$ cat config.mk
export PLATFORM = sky130hd
export DESIGN_NAME = fetch_unit
export DESIGN_NICKNAME = d
export VERILOG_FILES = /design/src/rtl/fetch_pkg.sv /design/src/rtl/fetch_fifo.sv /design/src/rtl/fetch_unit.sv
export SDC_FILE = /design/constraint.sdc
export NUM_CORES = 1
export LEC_CHECK = 0
export ABC_AREA = 1
export CORE_MARGIN = 2
export CORE_UTILIZATION = 52
export CTS_CLUSTER_DIAMETER = 120
export DETAILED_ROUTE_END_ITERATION = 16
export GPL_TIMING_DRIVEN = 1
export PLACE_DENSITY = 0.92
export SLEW_MARGIN = 5
export SYNTH_ARGS = -nofsm -noshare
export SYNTH_HDL_FRONTEND = slang
export SYNTH_SLANG_ARGS = --single-unit
$ cat constraint.sdc
create_clock -name clk -period 6.22 [get_ports clk]
set_clock_uncertainty 0.05 [all_clocks]
set_input_delay 0.933 -clock clk [delete_from_list [all_inputs] [get_ports clk]]
set_output_delay 0.933 -clock clk [all_outputs]
set_load 0.01 [all_outputs]
$ cat src/rtl/fetch_pkg.sv
// Shared types and constants for the instruction fetch path.
package fetch_pkg;
    localparam int          INST_W  = 32;
    localparam logic [31:0] PC_STEP = 32'd4;

    typedef struct packed {
        logic [31:0]       pc;
        logic [INST_W-1:0] inst;
    } fetch_entry_t;
endpackage

$ cat src/rtl/fetch_fifo.sv
// Small synchronous FIFO of {pc, inst} pairs with first-word-fall-through head
// and a single-cycle flush.
module fetch_fifo
    import fetch_pkg::*;
#(
    parameter  int DEPTH = 2,
    localparam int AW    = (DEPTH > 1) ? $clog2(DEPTH) : 1,
    localparam int CW    = $clog2(DEPTH + 1)
) (
    input  logic         clk,
    input  logic         rst,
    input  logic         flush,
    input  logic         push,
    input  fetch_entry_t push_data,
    input  logic         pop,
    output fetch_entry_t head,
    output logic [CW-1:0] count
);
    fetch_entry_t  mem_q [DEPTH];
    fetch_entry_t  mem_d [DEPTH];
    logic [AW-1:0] wr_ptr_q, wr_ptr_d;
    logic [AW-1:0] rd_ptr_q, rd_ptr_d;
    logic [CW-1:0] count_q, count_d;

    always_comb begin
        mem_d    = mem_q;
        wr_ptr_d = wr_ptr_q;
        rd_ptr_d = rd_ptr_q;
        count_d  = count_q;
        if (flush) begin
            wr_ptr_d = '0;
            rd_ptr_d = '0;
            count_d  = '0;
        end else begin
            if (push) begin
                mem_d[wr_ptr_q] = push_data;
                wr_ptr_d        = wr_ptr_q + AW'(1);
            end
            if (pop) rd_ptr_d = rd_ptr_q + AW'(1);
            count_d = count_q + CW'(push) - CW'(pop);
        end
    end

    always_ff @(posedge clk) begin
        if (rst) begin
            wr_ptr_q <= '0;
            rd_ptr_q <= '0;
            count_q  <= '0;
        end else begin
            wr_ptr_q <= wr_ptr_d;
            rd_ptr_q <= rd_ptr_d;
            count_q  <= count_d;
        end
    end

    // Storage needs no reset: the count masks stale entries.
    always_ff @(posedge clk) begin
        mem_q <= mem_d;
    end

    assign head  = mem_q[rd_ptr_q];
    assign count = count_q;
endmodule

$ cat src/rtl/fetch_unit.sv
// Instruction fetch requester: owns the PC, issues imem reads under a credit
// rule so every in-flight word has a FIFO slot, and flushes on redirect.
module fetch_unit
    import fetch_pkg::*;
#(
    parameter logic [31:0] RESET_PC = 32'h0000_0000,
    parameter int          DEPTH    = 2
) (
    input  logic        clk,
    input  logic        rst,
    input  logic        i_redirect_valid,
    input  logic [31:0] i_redirect_pc,
    output logic [31:0] o_imem_addr,
    output logic        o_imem_stop,
    input  logic [31:0] i_imem_data,
    output logic        o_inst_valid,
    output logic [31:0] o_inst,
    output logic [31:0] o_inst_pc,
    input  logic        i_inst_ready
);
    localparam int CW = $clog2(DEPTH + 1);

    logic [31:0]   pc_q, pc_d;
    logic [31:0]   inflight_pc_q, inflight_pc_d;
    logic          inflight_q, inflight_d;
    logic [CW-1:0] count;
    logic [CW:0]   occupancy;
    logic          pop, push, issue;
    fetch_entry_t  head, push_data;

    assign o_inst_valid = !rst && !i_redirect_valid && (count != '0);
    assign o_inst       = o_inst_valid ? head.inst : '0;
    assign o_inst_pc    = o_inst_valid ? head.pc   : '0;
    assign pop          = o_inst_valid & i_inst_ready;

    // A pop this cycle frees a slot for the word issued now, which lands in two
    // cycles; that is what lets ready->stop resume fetch without a bubble.
    assign occupancy   = {1'b0, count} + (CW+1)'(inflight_q) - (CW+1)'(pop);
    assign issue       = !rst && !i_redirect_valid && (occupancy < (CW+1)'(DEPTH));
    assign o_imem_stop = !issue;
    assign o_imem_addr = pc_q;

    assign push           = inflight_q & !i_redirect_valid;
    assign push_data.pc   = inflight_pc_q;
    assign push_data.inst = i_imem_data;

    always_comb begin
        pc_d          = pc_q;
        inflight_d    = 1'b0;
        inflight_pc_d = inflight_pc_q;
        if (i_redirect_valid) begin
            pc_d = i_redirect_pc & ~32'd3;
        end else if (issue) begin
            pc_d          = pc_q + PC_STEP;
            inflight_d    = 1'b1;
            inflight_pc_d = pc_q;
        end
    end

    always_ff @(posedge clk) begin
        if (rst) begin
            pc_q          <= RESET_PC;
            inflight_q    <= 1'b0;
            inflight_pc_q <= '0;
        end else begin
            pc_q          <= pc_d;
            inflight_q    <= inflight_d;
            inflight_pc_q <= inflight_pc_d;
        end
    end

    fetch_fifo #(.DEPTH(DEPTH)) u_fifo (
        .clk       (clk),
        .rst       (rst),
        .flush     (i_redirect_valid),
        .push      (push),
        .push_data (push_data),
        .pop       (pop),
        .head      (head),
        .count     (count)
    );
endmodule

==> metrics.cfg <==
[synthesis]
synth_top_family_by_area=simple AND/OR/NAND/NOR gates
syn_area_per_cell_um2=9.240
synth_area_mm2=0.008159
synth-seq-cells=189
synth_xor_area_share_pct=0.8588
synthAdderAreaFrac_pct=0.8588
synthesis.instances=883
synth_compound_area_share_pct=7.545
muxShareOfSynthArea_pct=0
synthSimpleGateAreaFrac_pct=22.67
yosysWarnings=0
synth_cell_type_count=34
seq_area_frac_synth_pct=61.59

[setup_path]
worst-setup-path-type=in -> out
cp.required_ps=5240
regToRegSetupSlack_ps=2520
arrival_ps=4110
critPathMaxFanout=31
cp-end-kind=output port
setup.worst_path.start_class=primary input

[cts]
cts_tree=built
cts_root_buf=clkbuf_16
cts_setup_buffers=0
clkSlewWorstSetupHoldPaths_ps=70
ctsLongestPathBuffers=2
clock_latency_ps=430
cts_hold_buf=0
clock_sinks=189
h-tree-depth=4
cts_made_buffers=17
post_cts_resized=0

[cells_and_area]
drive_above_1_share_pct=6.160
layout_common_cells=nand2_1 (268), clkdlybuf4s50_1 (159), edfxtp_1 (124)
insertedDiodeCount=0
fin_cells=1250
finalNetCount=1099
final_common_cell=nand2_1
area_growth_pct=27.74
fin_util_pct=68.31

[timing]
setup_viol=0
setup_slack_ps=1132
hold_viol_final=0
worst_slew_pin_slew_ps=1121
fmax_mhz=196.5
tns_ps=0
slew_violations=0
min_period_ps=5088
hold_ws_ps=416.2
rsz0062_at_grt=no
timing.final.crit_share_pct=81.81
relSlewSlack_pct=25.06

[global_route]
grt_max_degree=64
gr-total-overflow=0
grt_usage_pct=22.81
grt_pass1_vias=6118
grt_pass1_wl_mm=29.45
antenna_found_initial=0

[placement]
dp.cells=1218
dp_hpwl_mm=12.47
place.port_buffers=159
gp_congestion=0.9129
pre_cts_ws_ps=1038

[floorplan]
rows=45
core_mm2=0.01526
die-area_mm2=0.01671
die_height_um=129.3
die_w_um=129.3
start_util_pct=53.47
pin_count=166

[detailed_routing]
wl_mm=19.01
ant_nets=0
post-route-drc-count=0
drt-initial-drc-count=535
wl_per_cell_um=15.21
drt_pass1_iterations=5
vias_per_cell=5.230
vias=6537

[pwr]
power.leakage_nw=3.907
power.density_mw_per_mm2=256.4
ir_worst_vdd_v=0.0002172

[min_path]
hold_path.class=reg -> reg

[job]
max_cap_viol_count=0

[outcome]
run_status=finished, final reports clean

==> power by group <==
part / total [mW] / switching [mW] / internal (mW) / leakage, nW
combinational: 0.203 / 0.106 / 0.0973 / 1.97
clock: 1.05 / 0.457 / 0.594 / 0.287
sequential: 1.42 / 0.0364 / 1.38 / 1.65
total: 2.67 / 0.599 / 2.07 / 3.91
==> per-layer routing <==
metal / vias up / track usage [%] / share of wire, %
met4: 0 / 8.504 / 1.2
met5: - / 0 / 0
met3: 25 / 4.459 / 7.8
li1: 3193 / - / -
met2: 290 / 39.50 / 50
met1: 3029 / 28.46 / 41
==> flip-flops by register name, summed over array words and instances (netlist names) <==
name	flops
u_fifo.mem_q	124
o_imem_addr	30
inflight_pc_q	30
u_fifo.count	2
u_fifo.rd_ptr_q	1
inflight_q	1
u_fifo.wr_ptr_q	1
==> metrics by stage <==
| step | cell area [um2] | total power, mW |
|---|---|---|
| 2_1_floorplan | 8170 | 1.544 |
| 3_3_place_gp | 9852 | 1.634 |
| 3_5_place_dp | 9852 | 1.644 |
| 4_1_cts | 10420 | 2.680 |
| 5_1_grt | 10420 | 2.758 |
| 6_report | 10420 | 2.672 |
==> cell type report <==
cell class	instances	area, um2
multi-input combinational	578	2635
sequential	189	5026
fill	1132	4836
timing repair buffer	166	1644
inverter	74	282.8
clock inverter	13	137.6
tap	211	264.0
clock buffer	19	432.9
==> kinds of logic after synthesis <==
| logic type | after synthesis |
|---|---|
| fa+ha+maj | 5 |
| buf+inv | 119 |
| simple gates | 443 |
| flops | 189 |
| compound gates | 118 |
| xor+xnor | 8 |
| other cells | 1 |
==> cell usage after synthesis <==
cell type	n	share of area (%)
a211oi_1	4	0.37
a21boi_1	1	0.092
a21oi_1	85	5.2
a22oi_1	2	0.18
a31oi_1	4	0.31
and2_1	1	0.077
buf_1	1	0.046
buf_2	5	0.31
buf_4	8	0.74
buf_6	5	0.69
clkbuf_1	26	1.2
clkinv_4	1	0.11
conb_1	1	0.046
dfxtp_1	65	16
edfxtp_1	124	46
fa_1	1	0.25
ha_1	4	0.61
inv_1	68	3.1
inv_2	5	0.23
nand2_1	268	12
nand2_2	1	0.077
nand2_4	2	0.28
nand3_1	47	2.9
nand3b_1	3	0.28
nand4_1	8	0.61
nor2_1	83	3.8
nor2_2	11	0.84
nor2_4	4	0.55
nor3_1	15	0.92
o211ai_1	1	0.092
o21ai_0	14	0.86
o21ai_1	7	0.43
xnor2_1	5	0.54
xor2_1	3	0.32
==> critical path: stages <==
cell and delay (ps):
clkdlybuf4s50_1 400, buf_4 240, inv_2 320, nand2_4 130
a21oi_1 260, nand2_1 110, inv_1 100, ha_1 230
inv_1 70, nand2_1 70, fa_1 490, inv_1 70
nor2_4 120, nand2_4 70, clkdlybuf4s50_1 480
==> path summary, 6_finish.rpt <==
kind                                         from  depth (start not counted)                end
worst min register to register  inflight_pc_q[27]                          0   u_fifo.mem_q[59]
worst min-delay path            inflight_pc_q[27]                          0   u_fifo.mem_q[59]
worst max register to register    u_fifo.count[1]                         16  inflight_pc_q[23]
worst max-delay path             i_redirect_valid                         15        o_imem_stop
(Power assumes the default switching activity.)
